### config.mk
export PLATFORM = sky130hd
export DESIGN_NAME = mogu_collide
export DESIGN_NICKNAME = d
export VERILOG_FILES = /design/src/rtl/mogu_collide.sv
export SDC_FILE = /design/constraint.sdc
export NUM_CORES = 1
export LEC_CHECK = 0
export ABC_AREA = 1
export BUFFER_PORTS_ARGS = -buffer_cell sky130_fd_sc_hd__buf_4
export CAP_MARGIN = 5
export CORE_UTILIZATION = 50
export CTS_BUF_LIST = sky130_fd_sc_hd__clkbuf_16
export DETAILED_ROUTE_END_ITERATION = 7
export HOLD_SLACK_MARGIN = 0.02
export PLACE_DENSITY = 0.83
export SETUP_SLACK_MARGIN = 0.15
export SLEW_MARGIN = 40
export SYNTH_ARGS = -nofsm -noshare
export SYNTH_HDL_FRONTEND = slang
export SYNTH_SLANG_ARGS = --single-unit
### constraint.sdc
create_clock -name clk -period 5.8 [get_ports clk]
set_input_delay 0.29 -clock clk [delete_from_list [all_inputs] [get_ports clk]]
set_output_delay 0.29 -clock clk [all_outputs]
set_load 0.005 [all_outputs]
### src/rtl/mogu_collide.sv
// mogu_collide: Mario / enemy collision resolver.
// Tracks which of the four enemies are alive from the MOGU spawn mask.
// On each frame tick it scans the enemies one per clock, classifies any
// overlap with Mario as a stomp (enemy dies) or a hit (Mario is hurt),
// then commits kills, squash animation, score and invincibility.
// Optional feature macro: STAR_MODE_EN (adds the 'star' input; while it
// is high every overlap kills the enemy and Mario is never hurt).
module mogu_collide #(
    parameter int unsigned MW            = 16,
    parameter int unsigned MH            = 16,
    parameter int unsigned PW            = 16,
    parameter int unsigned PH            = 16,
    parameter int unsigned STOMP_TOL     = 4,
    parameter int unsigned SQUASH_FRAMES = 8,
    parameter int unsigned INV_FRAMES    = 60,
    parameter int unsigned SCORE_STEP    = 100
) (
    input  logic        clk,
    input  logic        rst_n,
    input  logic        tick,
    input  logic [3:0]  MOGU,
    input  logic [10:0] C1,
    input  logic [10:0] C2,
    input  logic [10:0] C3,
    input  logic [10:0] C4,
    input  logic [10:0] R1,
    input  logic [10:0] R2,
    input  logic [10:0] R3,
    input  logic [10:0] R4,
    input  logic [10:0] mx,
    input  logic [10:0] my,
    input  logic        falling,
`ifdef STAR_MODE_EN
    input  logic        star,
`endif
    output logic [3:0]  MM,
    output logic [3:0]  SQ,
    output logic        stomp,
    output logic        hurt,
    output logic        inv,
    output logic [15:0] score
);

    localparam int SQW = $clog2(SQUASH_FRAMES + 1);
    localparam int IVW = $clog2(INV_FRAMES + 1);

    localparam logic [11:0]    MW12  = 12'(MW);
    localparam logic [11:0]    MH12  = 12'(MH);
    localparam logic [11:0]    PW12  = 12'(PW);
    localparam logic [11:0]    PH12  = 12'(PH);
    localparam logic [11:0]    TOL12 = 12'(STOMP_TOL);
    localparam logic [SQW-1:0] SQ_LOAD  = SQW'(SQUASH_FRAMES);
    localparam logic [SQW-1:0] SQ_ONE   = SQW'(1);
    localparam logic [SQW-1:0] SQ_ZERO  = {SQW{1'b0}};
    localparam logic [IVW-1:0] INV_LOAD = IVW'(INV_FRAMES);
    localparam logic [IVW-1:0] INV_ONE  = IVW'(1);
    localparam logic [IVW-1:0] INV_ZERO = {IVW{1'b0}};

    typedef enum logic [1:0] {
        ST_IDLE   = 2'd0,
        ST_SCAN   = 2'd1,
        ST_COMMIT = 2'd2
    } state_t;

    // Number of set bits in a 4-bit kill mask.
    function automatic logic [2:0] popcount4(input logic [3:0] v);
        return {2'b00, v[0]} + {2'b00, v[1]} + {2'b00, v[2]} + {2'b00, v[3]};
    endfunction

    state_t                  state_r, state_s;
    logic [1:0]              idx_r;
    logic [3:0]              kill_r;
    logic                    hit_r;
    logic [3:0]              mogu_r;
    logic [3:0]              mm_r, mm_nxt_s;
    logic [3:0]              sq_r, sq_nxt_s;
    logic [3:0][SQW-1:0]     sq_cnt_r, sq_cnt_nxt_s;
    logic [IVW-1:0]          inv_cnt_r, inv_dec_s, inv_nxt_s;
    logic                    inv_r, stomp_r, hurt_r;
    logic [15:0]             score_r;

    logic [10:0]             c_s, r_s;
    logic                    overlap_s, stomp_geom_s, eval_kill_s, eval_hit_s;
    logic                    commit_s, hit_any_s, hurt_s, star_s;
    logic [3:0]              kill_all_s, spawn_s;
    logic [2:0]              kill_cnt_s;
    logic [16:0]             score_add_s, score_sum_s;
    logic [15:0]             score_nxt_s;

`ifdef STAR_MODE_EN
    assign star_s = star;
`else
    assign star_s = 1'b0;
`endif

    // FSM state register.
    always_ff @(posedge clk or negedge rst_n) begin
        if (!rst_n) begin
            state_r <= ST_IDLE;
        end else begin
            state_r <= state_s;
        end
    end

    // FSM next state: ticks are only accepted in IDLE.
    always_comb begin
        state_s = state_r;
        case (state_r)
            ST_IDLE: begin
                if (tick) begin
                    state_s = ST_SCAN;
                end else begin
                    state_s = ST_IDLE;
                end
            end
            ST_SCAN: begin
                if (idx_r == 2'd3) begin
                    state_s = ST_COMMIT;
                end else begin
                    state_s = ST_SCAN;
                end
            end
            ST_COMMIT: state_s = ST_IDLE;
            default:   state_s = ST_IDLE;
        endcase
    end

    // Select the position of the enemy currently being scanned.
    always_comb begin
        c_s = C1;
        r_s = R1;
        case (idx_r)
            2'd0:    begin c_s = C1; r_s = R1; end
            2'd1:    begin c_s = C2; r_s = R2; end
            2'd2:    begin c_s = C3; r_s = R3; end
            2'd3:    begin c_s = C4; r_s = R4; end
            default: begin c_s = C1; r_s = R1; end
        endcase
    end

    // Overlap and stomp classification for the scanned enemy (12-bit sums, no wrap).
    always_comb begin
        overlap_s = mm_r[idx_r]
                  && ({1'b0, mx} < ({1'b0, c_s} + MW12))
                  && ({1'b0, c_s} < ({1'b0, mx} + PW12))
                  && ({1'b0, my} < ({1'b0, r_s} + MH12))
                  && ({1'b0, r_s} < ({1'b0, my} + PH12));
        stomp_geom_s = (({1'b0, my} + PH12) <= ({1'b0, r_s} + TOL12));
        if (star_s) begin
            eval_kill_s = overlap_s;
            eval_hit_s  = 1'b0;
        end else begin
            eval_kill_s = overlap_s && falling && stomp_geom_s;
            eval_hit_s  = overlap_s && !(falling && stomp_geom_s);
        end
    end

    // Commit happens on the last scan step so results appear in the COMMIT cycle.
    always_comb begin
        commit_s    = (state_r == ST_SCAN) && (idx_r == 2'd3);
        kill_all_s  = kill_r | (eval_kill_s ? (4'b0001 << idx_r) : 4'b0000);
        hit_any_s   = hit_r | eval_hit_s;
        kill_cnt_s  = popcount4(kill_all_s);
        score_add_s = 17'(SCORE_STEP) * {14'd0, kill_cnt_s};
        score_sum_s = {1'b0, score_r} + score_add_s;
        if (score_sum_s[16]) begin
            score_nxt_s = 16'hFFFF;
        end else begin
            score_nxt_s = score_sum_s[15:0];
        end
        if (inv_cnt_r != INV_ZERO) begin
            inv_dec_s = inv_cnt_r - INV_ONE;
        end else begin
            inv_dec_s = INV_ZERO;
        end
        // Invincibility is judged on the count after this frame's decrement.
        hurt_s = hit_any_s && (kill_all_s == 4'b0000) && (inv_dec_s == INV_ZERO) && !star_s;
        if (hurt_s) begin
            inv_nxt_s = INV_LOAD;
        end else begin
            inv_nxt_s = inv_dec_s;
        end
    end

    // Per-enemy alive/squash next state; a spawn edge overrides a same-cycle kill.
    always_comb begin
        spawn_s      = MOGU & ~mogu_r;
        mm_nxt_s     = mm_r;
        sq_nxt_s     = sq_r;
        sq_cnt_nxt_s = sq_cnt_r;
        for (int i = 0; i < 4; i++) begin
            if (commit_s) begin
                if (kill_all_s[i]) begin
                    mm_nxt_s[i]     = 1'b0;
                    sq_nxt_s[i]     = 1'b1;
                    sq_cnt_nxt_s[i] = SQ_LOAD;
                end else if (sq_cnt_r[i] != SQ_ZERO) begin
                    sq_cnt_nxt_s[i] = sq_cnt_r[i] - SQ_ONE;
                    if (sq_cnt_r[i] == SQ_ONE) begin
                        sq_nxt_s[i] = 1'b0;
                    end else begin
                        sq_nxt_s[i] = sq_r[i];
                    end
                end else begin
                    sq_cnt_nxt_s[i] = sq_cnt_r[i];
                end
            end else begin
                sq_cnt_nxt_s[i] = sq_cnt_r[i];
            end
            if (spawn_s[i]) begin
                mm_nxt_s[i]     = 1'b1;
                sq_nxt_s[i]     = 1'b0;
                sq_cnt_nxt_s[i] = SQ_ZERO;
            end else begin
                mm_nxt_s[i] = mm_nxt_s[i];
            end
        end
    end

    // Scan bookkeeping: index and per-frame kill/hit flags.
    always_ff @(posedge clk or negedge rst_n) begin
        if (!rst_n) begin
            idx_r  <= 2'd0;
            kill_r <= 4'b0000;
            hit_r  <= 1'b0;
        end else if (state_r == ST_SCAN) begin
            idx_r  <= idx_r + 2'd1;
            kill_r <= kill_all_s;
            hit_r  <= hit_any_s;
        end else begin
            idx_r  <= 2'd0;
            kill_r <= 4'b0000;
            hit_r  <= 1'b0;
        end
    end

    // Enemy state, score, invincibility and event pulses.
    always_ff @(posedge clk or negedge rst_n) begin
        if (!rst_n) begin
            mogu_r    <= 4'b0000;
            mm_r      <= 4'b0000;
            sq_r      <= 4'b0000;
            sq_cnt_r  <= {4{SQ_ZERO}};
            inv_cnt_r <= INV_ZERO;
            inv_r     <= 1'b0;
            stomp_r   <= 1'b0;
            hurt_r    <= 1'b0;
            score_r   <= 16'h0000;
        end else begin
            mogu_r   <= MOGU;
            mm_r     <= mm_nxt_s;
            sq_r     <= sq_nxt_s;
            sq_cnt_r <= sq_cnt_nxt_s;
            stomp_r  <= commit_s && (kill_all_s != 4'b0000);
            hurt_r   <= commit_s && hurt_s;
            if (commit_s) begin
                inv_cnt_r <= inv_nxt_s;
                inv_r     <= (inv_nxt_s != INV_ZERO);
                score_r   <= score_nxt_s;
            end else begin
                inv_cnt_r <= inv_cnt_r;
                inv_r     <= inv_r;
                score_r   <= score_r;
            end
        end
    end

    assign MM    = mm_r;
    assign SQ    = sq_r;
    assign stomp = stomp_r;
    assign hurt  = hurt_r;
    assign inv   = inv_r;
    assign score = score_r;

endmodule

== Word level (Yosys, flattened, before mapping) ==
Index checks and enable logic that the tools add are counted.
Storage, ports and cells
  ROM bits: 0
  latch bits: 0
  register bits after elaboration: 62
  memories kept: 0
  RAM bits: 0
  logic and storage cells: 172
Cells by class
  magnitude comparators: 6
  reductions and logical operators: 53
  div/mod/pow operators: 0
  $add $sub $neg: 15
  $mul: 1
  eq/ne operators: 8
  shift operators: 1
  bitwise logic cells: 4
  multiplexer cells: 62
Operators with widths (number)
  11-bit case mux with 4 select lines: 2
  4-bit two-way mux: 18
  11-bit by 5-bit adder with 12-bit output (second input constant): 4
  11-bit by 12-bit less-than comparator with 1-bit output: 4
  1-bit two-way mux: 35
  3-bit nonzero test: 8
  4-bit nonzero test: 5
  16-bit by 10-bit adder with 17-bit output: 1
  4-bit by 1-bit == test with 1-bit output (second input constant): 4
  16-bit two-way mux: 1
  2-bit AND reduction: 8
  2-bit nonzero test: 8
  4-bit by 1-bit subtractor with 4-bit output (second input constant): 4
  1-bit logical AND: 13
  11-bit by 3-bit adder with 12-bit output (second input constant): 1
  12-bit less-or-equal comparator: 1
  6-bit two-way mux: 2
  3-bit AND reduction: 4
  6-bit nonzero test: 2
  5-bit by 3-bit multiplier with 8-bit output (first input constant): 1
  6-bit zero test: 1
  6-bit by 1-bit subtractor with 6-bit output (second input constant): 1
  4-bit AND: 1
  2-bit by 1-bit == test with 1-bit output (second input constant): 2
  other kinds (16): 19

== Depth between registers and ports, before layout ==
Gate-level depths: netlist (run 1).
  depth in word-level cells: 18
  gate-level depth with buffers: 45

== Least setup slack after synthesis (run 1) ==
OpenSTA, ideal clock, no wires.
  kind: register to register
  from: register idx_r[0]
  to: register score_r[4] (netlist: score[4])
  clock period less this slack: 6132 ps
  path buffers: 2
  data arrival time: 6053 ps
  setup slack: -332 ps
  cell stages (with the launch flop): 39
  cell sequence: dfrtp_1 inv_1 ha_1 inv_2 buf_6 buf_4 nand2_1 o22ai_1 inv_1 ha_1 inv_1 nor3_1 nand2_1 xor2_1 ha_1 nand3_1 nor3_1 nand4_1 (+3 left out) nand2_1 nand2_2 inv_2 fa_1 inv_1 ha_1 inv_1 fa_1 inv_1 ha_1 a21oi_1 o21bai_1 a21oi_1 o21ai_0 inv_1 nor3_1 nor2_1 a2bb2oi_1
Between the ends
  cells in the longest elaborated chain, start to end: 18
  elaborated cells between the ends (all ways): 32
Ends and longest elaborated chain
  start, declared: RTL line 71  | logic [1:0] idx_r;
  start signal, assigned: RTL line 227  | idx_r <= idx_r + 2'd1;
  2-bit == test (tied with other cells): RTL line 132, 160
  11-bit case mux with 4 select lines: RTL line 132  | case (idx_r)
  11-bit by 5-bit adder with 12-bit output: RTL line 144  | && ({1'b0, mx} < ({1'b0, c_s} + MW12))
  11-bit by 12-bit less-than comparator with 1-bit output: RTL line 144
  1-bit logical AND: RTL line 144
  1-bit logical AND: RTL line 145  | && ({1'b0, c_s} < ({1'b0, mx} + PW12))
  1-bit logical AND: RTL line 146  | && ({1'b0, my} < ({1'b0, r_s} + MH12))
  1-bit logical AND: RTL line 147  | && ({1'b0, r_s} < ({1'b0, my} + PH12));
  1-bit logical AND (2 in series): RTL line 153  | eval_kill_s = overlap_s && falling && stomp_geom_s;
  4-bit two-way mux: RTL line 161  | kill_all_s = kill_r | (eval_kill_s ? (4'b0001 << idx_r) : 4'b0000);
  4-bit OR: RTL line 161
  1-bit by 1-bit adder with 2-bit output: RTL line 67  | return {2'b00, v[0]} + {2'b00, v[1]} + {2'b00, v[2]} + {2'b00, v[3]};
  2-bit by 1-bit adder with 3-bit output: RTL line 67
  3-bit by 1-bit adder with 3-bit output: RTL line 67
  5-bit by 3-bit multiplier with 8-bit output: RTL line 164  | score_add_s = 17'(SCORE_STEP) * {14'd0, kill_cnt_s};
  16-bit by 10-bit adder with 17-bit output: RTL line 165  | score_sum_s = {1'b0, score_r} + score_add_s;
  16-bit two-way mux: RTL line 166  | if (score_sum_s[16]) begin
  end signal, assigned: RTL line 259  | score_r <= score_nxt_s;
  end signal, assigned: RTL line 263  | score_r <= score_r;
  end, declared: RTL line 80  | logic [15:0] score_r;
Parallel ways exist; a longest one is shown, timed or not. The select of a mux whose other input is x is not followed.
A chain may end at the register's enable or synchronous reset.

== Worst setup path after layout (run 1) ==
  from: register idx_r[1]
  to: register score_r[12] (netlist: score[12])
The elaborated chain is that of the path after synthesis.

==> flow_summary.ini, run 1 <==
[detailed_routing]
drt-total-wl_um = 18100
ant_nets = 0
drt_pass1_iterations = 7
dr.first_iter.drc_count = 380
drc = 40
wire_per_inst_um = 14.8
num_vias = 6478
viasPerCell = 5.31

[floorplanning]
die_x_um = 111
coreArea_mm2 = 0.0115
start_util_pct = 51.7
die_area_mm2 = 0.0123
core.rowCount = 39
die_height_um = 111
pin_count = 145

[critical_path]
cp_common_cell = inv_2
path_max_fanout = 8
path_class = register to register
cp-start-kind = register
critPathArrivalTime_ns = 6.39
slowest_delay_ns = 0.55
worst_path_max_delay_cell = fa_1
cp.required_ns = 6.02
critPathCaptureType = register

[run]
max_cap_violations = 0

[clock_tree]
htreeDepth = 3
cts_sinks = 61
cts_root_buf = clkbuf_16
cts_buffer_depth = 2
cts_tree = done
worstSkewPairLatency_ns = 0.33
cts_buffers = 9
clk_pin_slew_ns = 0.05

[synth]
synth-main-ff-cell = dfrtp_1
synth_edf_count = 0
synthesis.area_mm2 = 0.00595
syn_inst = 823
ys_warn_count = 0
ys_ff_latch = 61
synth-async-reset-ratio_pct = 100
syn_avg_cell_area_um2 = 7.23
synth_cell_type_count = 42
synth_fp_nets = 1024
yosysSeqAreaShare_pct = 25.6

[sta]
timing.final.hold_violations = 0
finalSetupViolCount = 15
worst_slack_ns = -0.367
max_freq_mhz = 162
tightest_slew_ns = 0.681
rsz0062_at_grt = true
fin_worst_skew_ns = 0.00715
drv_slew = 0
finalCritPeriodShare_pct = 106
period_minus_slack_ns = 6.17
maxSlewHeadroom_pct = 54.3
tns_ns = -3.69

[global_routing]
gr-total-overflow = 0
antenna_found_initial = 0
grt_pass1_vias = 6572
grt_pass1_wl_um = 29800
grt_usage_pct = 30.1
grt_max_degree = 62

[run_status]
violations = design-rule violations, negative setup slack
status = finished, violations left

[cells_and_area]
syn_to_final_growth_pct = 46.2
drive_gt1_share_pct = 34.3
nets = 1274
diodes = 0
instances_no_fill = 1221

[place]
gp_congestion = 0.919
io_buffers = 144
dp_hpwl_um = 13600
dpl.cell_count = 1182

[pwr]
p_per_area_mw_per_mm2 = 573
ir_worst_vdd_v = 0.000353
p_leak_nw = 4.75

[min_path]
hold_path_class = primary input to register
[cells in the mapped netlist (3+ instances only)]
cell type / n / area (um^2)
nor2_4: 6 / 67.6
a211oi_1: 3 / 22.5
o21a_1: 3 / 22.5
clkbuf_1: 4 / 15.0
a2bb2oi_1: 6 / 52.6
nand2_2: 12 / 75.1
xnor2_1: 9 / 78.8
a21oi_1: 34 / 170
o21bai_1: 5 / 37.5
buf_4: 7 / 52.6
o21ai_1: 15 / 75.1
inv_2: 8 / 30.0
a22o_1: 10 / 87.6
nand2_1: 203 / 762
nand2_4: 4 / 45.0
nor3_1: 9 / 45.0
o21ai_0: 20 / 100
xor2_1: 31 / 272
nand3_1: 52 / 260
nand4_1: 12 / 75.1
dfrtp_1: 61 / 1530
clkinv_1: 3 / 11.3
nor2_1: 65 / 244
o22ai_1: 10 / 62.6
inv_1: 116 / 435
ha_1: 79 / 988
o211ai_1: 6 / 45.0
fa_1: 4 / 80.1
nor2_2: 6 / 37.5
[per-stage QoR]
step	hold WS, ns	setup slack (ns)	area [um^2]	power, mW	util [%]
final	0.0708	-0.367	8700	4.99	75.5
after detailed placement	0.410	-0.262	7970	4.02	69.2
after CTS	0.0603	-0.0796	8590	4.86	74.6
after floorplan	-0.00559	0.0639	6110	2.76	-
after global routing	0.0573	-0.672	8700	5.43	75.5
after global placement	0.409	-0.0521	7970	3.92	69.2
[cell usage in the layout, fill, tap and decap left out, drive strengths merged, types with 3 or more instances in the layout]
cell and n:
o21ai 35, nor2 77, o21a 3, nand3 53, xnor2 9, nand4 12, nand2 219, fa 4
o211ai 6, a211oi 3, buf 253, clkinv 5, a31oi 3, a2bb2oi 6, nor3 9, a22o 10
xor2 31, dfrtp 61, o22ai 10, a21oi 34, inv 126, o21bai 5, clkbuf 9, ha 79
[flip-flops by register name, indices dropped and copies added (netlist names)]
| signal | cells |
|---|---|
| MM | 4 |
| SQ | 4 |
| hit_r | 1 |
| hurt | 1 |
| idx_r | 2 |
| inv | 1 |
| inv_cnt_r | 6 |
| kill_r | 4 |
| mogu_r | 4 |
| score | 15 |
| sq_cnt_r | 16 |
| state_r | 2 |
| stomp | 1 |
[cells by family (layout without fill, tap and decap cells)]
logic type | Yosys count | count (layout) | synth area share [%]
AO/OA/AOI/OAI | 119 | 119 | 12.7
XOR/XNOR | 40 | 40 | 5.89
adder cells (fa/ha/maj) | 83 | 83 | 18.0
buffers and inverters | 142 | 397 | 9.69
flip-flops | 61 | 61 | 25.6
AND/OR/NAND/NOR | 378 | 378 | 28.1
[worst max-delay path, delay by kind of cell, from the launching register on]
kind	cells	cell delay [ns]
buf+inv	12	0.97
xor+xnor	1	0.22
fa+ha+maj	7	2.18
simple gates	12	1.01
flops	1	0.43
compound gates	9	1.21
[area by class of cell]
class                      count  area [um^2]
clock buffer                   9          225
clock inverter                 7         82.6
fill                         830         2820
inverter                     127          487
multi-input combinational    620         4180
sequential                    61         1530
tap                          143          179
timing repair buffer         254         2010
[worst paths after layout]
path,startpoint,to,slack [ns],cells after the start
min in group asynchronous,rst_n,mogu_r[2],0.50,2
max reg2reg,idx_r[1],score[12],-0.37,41
min reg2reg,state_r[1],state_r[0],0.43,1
min,MOGU[2],mogu_r[2],0.07,1
max,idx_r[1],score[12],-0.37,41
max in group asynchronous,rst_n,idx_r[0],4.89,2
[metal layers]
| layer | part of all wire [%] | GRT usage [%] |
|---|---|---|
| met1 | 39 | 33.6 |
| met2 | 49 | 53.8 |
| met3 | 6.6 | 5.90 |
| met4 | 4.7 | 16.2 |
| met5 | 0 | 0 |
[where the power goes]
part / switching (mW) / internal, mW
logic: 1.96 / 1.78
clock network: 0.184 / 0.369
registers: 0.128 / 0.568
total: 2.27 / 2.72
[what timing repair did]
item                       in CTS  in global routing
gates resized for setup        51                 13
pin swaps                      26                 27
setup endpoints to repair      15                 15
hold endpoints to repair        0                 61
hold buffers                    0                  1
buffers inserted               15                  7
(Power assumes the default switching activity.)
==> run 2: changes to the inputs <==
- RECOVER_POWER: unset -> 25
==> run 2 against run 1 <==
Against the previous run: the flow finishes with violations (design-rule violations, max-capacitance violations, max-slew violations, negative setup slack); cell count stayed put; critical path type unchanged; clock-buffer cell count stayed put; fmax is essentially flat; sequential power about the same; clock power about the same.
==> flow_summary.ini, run 2 (synthesis gave the netlist of run 1 again) <==
[clock_tree]
cts_root_buf = clkbuf_16
cts_sinks = 61
clk_pin_slew_ns = 0.05
cts_buffers = 9
cts_buffer_depth = 2
worstSkewPairLatency_ns = 0.33
cts_tree = done
htreeDepth = 3

[sta]
timing.final.hold_violations = 0
finalSetupViolCount = 15
drv_slew = 62
rsz0062_at_grt = true
hold_ws_ns = 0.0953
worst_slack_ns = -0.367
max_freq_mhz = 162
tightest_slew_ns = 3.22
fin_worst_skew_ns = 0.00720
finalCritPeriodShare_pct = 106
maxSlewHeadroom_pct = -115
period_minus_slack_ns = 6.17

[global_routing]
grt_usage_pct = 30.1
grt_pass1_vias = 6572
gr-total-overflow = 0
antenna_found_initial = 0
grt_pass1_wl_um = 29800
grt_max_degree = 62

[critical_path]
ff2ff_path_depth = 41
rrSetupSlack_ns = -0.37
critPathArrivalTime_ns = 6.39
path_class = register to register
path_max_fanout = 8
critPathCaptureType = register
worst_path_max_delay_cell = fa_1
slowest_delay_ns = 0.55
cp_common_cell = inv_2
r2r-end = score[12]
cp.required_ns = 6.02
cp-start-kind = register
r2r_start = idx_r[1]

[pwr]
p_sw_share_pct = 45.5
seq_power_share_pct = 14.0
p_leak_nw = 4.74
p_switching_mw = 2.27
ir_worst_vdd_v = 0.000353
p_per_area_mw_per_mm2 = 574
internal_power_mw = 2.72
combPwrFrac_pct = 75.0
clkPwrFrac_pct = 11.1

[cells_and_area]
final_common_cell = buf_4
largest_reg_flops = 16
nets = 1274
instances_no_fill = 1221
regMostFlops = sq_cnt_r
syn_to_final_growth_pct = 46.0
layout_common_cells = 233 x buf_4, 196 x nand2_1, 106 x inv_1, 69 x ha_1, 59 x dfrtp_1
diodes = 0
drive_gt1_share_pct = 34.2

[floorplanning]
core.rowCount = 39
pin_count = 145
die_height_um = 111
die_area_mm2 = 0.0123
die_x_um = 111
start_util_pct = 51.7
coreArea_mm2 = 0.0115

[place]
gp_congestion = 0.919
dp_hpwl_um = 13600
io_buffers = 144
dpl.cell_count = 1182

[detailed_routing]
met3_length_um = 1160
ant_nets = 0
dr.first_iter.drc_count = 380
drc = 40
num_vias = 6465
drt_pass1_iterations = 7
drt-total-wl_um = 18100
dr_wl_met2_um = 8960
wire_per_inst_um = 14.9
viasPerCell = 5.29
highest_layer = met4
met1_length_um = 7190

[min_path]
hold_end = mogu_r[0]
hold_path_class = primary input to register
hold_depth = 1
min_from = MOGU[0]

[run]
max_cap_violations = 1

[run_status]
status = finished, violations left
violations = design-rule violations, max-capacitance violations, max-slew violations, negative setup slack
## run 2: worst max path at each step
stage	start	endpoint	cells past startpoint
3_3_place_gp	idx_r[0]	score[5]	35
4_1_cts	idx_r[1]	score[12]	44
5_1_grt	idx_r[0]	score[12]	45
6_report	idx_r[1]	score[12]	41
2_1_floorplan	idx_r[0]	score[5]	39
3_5_place_dp	idx_r[1]	score[9]	42
## run 2: area by class of cell
| class | instances | area, um^2 |
|---|---|---|
| Clock buffer | 9 | 225 |
| Clock inverter | 7 | 82.6 |
| Fill cell | 830 | 2820 |
| Inverter | 127 | 487 |
| Multi-Input combinational cell | 620 | 4180 |
| Sequential cell | 61 | 1530 |
| Tap cell | 143 | 179 |
| Timing Repair Buffer | 254 | 2010 |
## run 2: critical path: cells and delay by family, from the launching register on
| family | cells | cell delay (ns) |
|---|---|---|
| compound gates | 9 | 1.21 |
| xor+xnor | 1 | 0.22 |
| fa+ha+maj | 7 | 2.18 |
| buf+inv | 12 | 0.97 |
| flops | 1 | 0.43 |
| simple gates | 12 | 1.01 |
## run 2: power groups by stage
stage / clock network [mW] / registers [mW] / logic (mW)
final: 0.553 / 0.696 / 3.74
after detailed placement: 0 / 0.684 / 3.34
after global placement: 0 / 0.680 / 3.24
after CTS: 0.558 / 0.689 / 3.61
after global routing: 0.580 / 0.712 / 4.14
after floorplan: 0 / 0.669 / 2.09
## run 2: per-layer routing
layer	up-vias	global-route usage, %
met4	0	16.2
met5	-	0
met2	253	53.8
li1	3177	-
met3	62	5.90
met1	2973	33.6
## run 2: per-stage QoR
stage / TNS, ns / power, mW / instance area [um^2] / setup WS [ns] / utilization (%)
after CTS: -0.185 / 4.86 / 8590 / -0.0796 / 74.6
after floorplan: 0 / 2.76 / 6110 / 0.0639 / -
after detailed placement: -3.06 / 4.02 / 7970 / -0.262 / 69.2
after global routing: -8.93 / 5.43 / 8690 / -0.672 / 75.5
after global placement: -0.479 / 3.92 / 7970 / -0.0521 / 69.2
final: -3.71 / 4.99 / 8690 / -0.367 / 75.5
## run 2: timing repair
| action | CTS | global route |
|---|---|---|
| resized for setup | 51 | 13 |
| pin swaps | 26 | 27 |
| setup endpoints to repair | 15 | 15 |
| cloned | 0 | 0 |
| setup buffers | 15 | 7 |
| endpoints found under the hold margin | 0 | 61 |
| hold buffers | 0 | 1 |
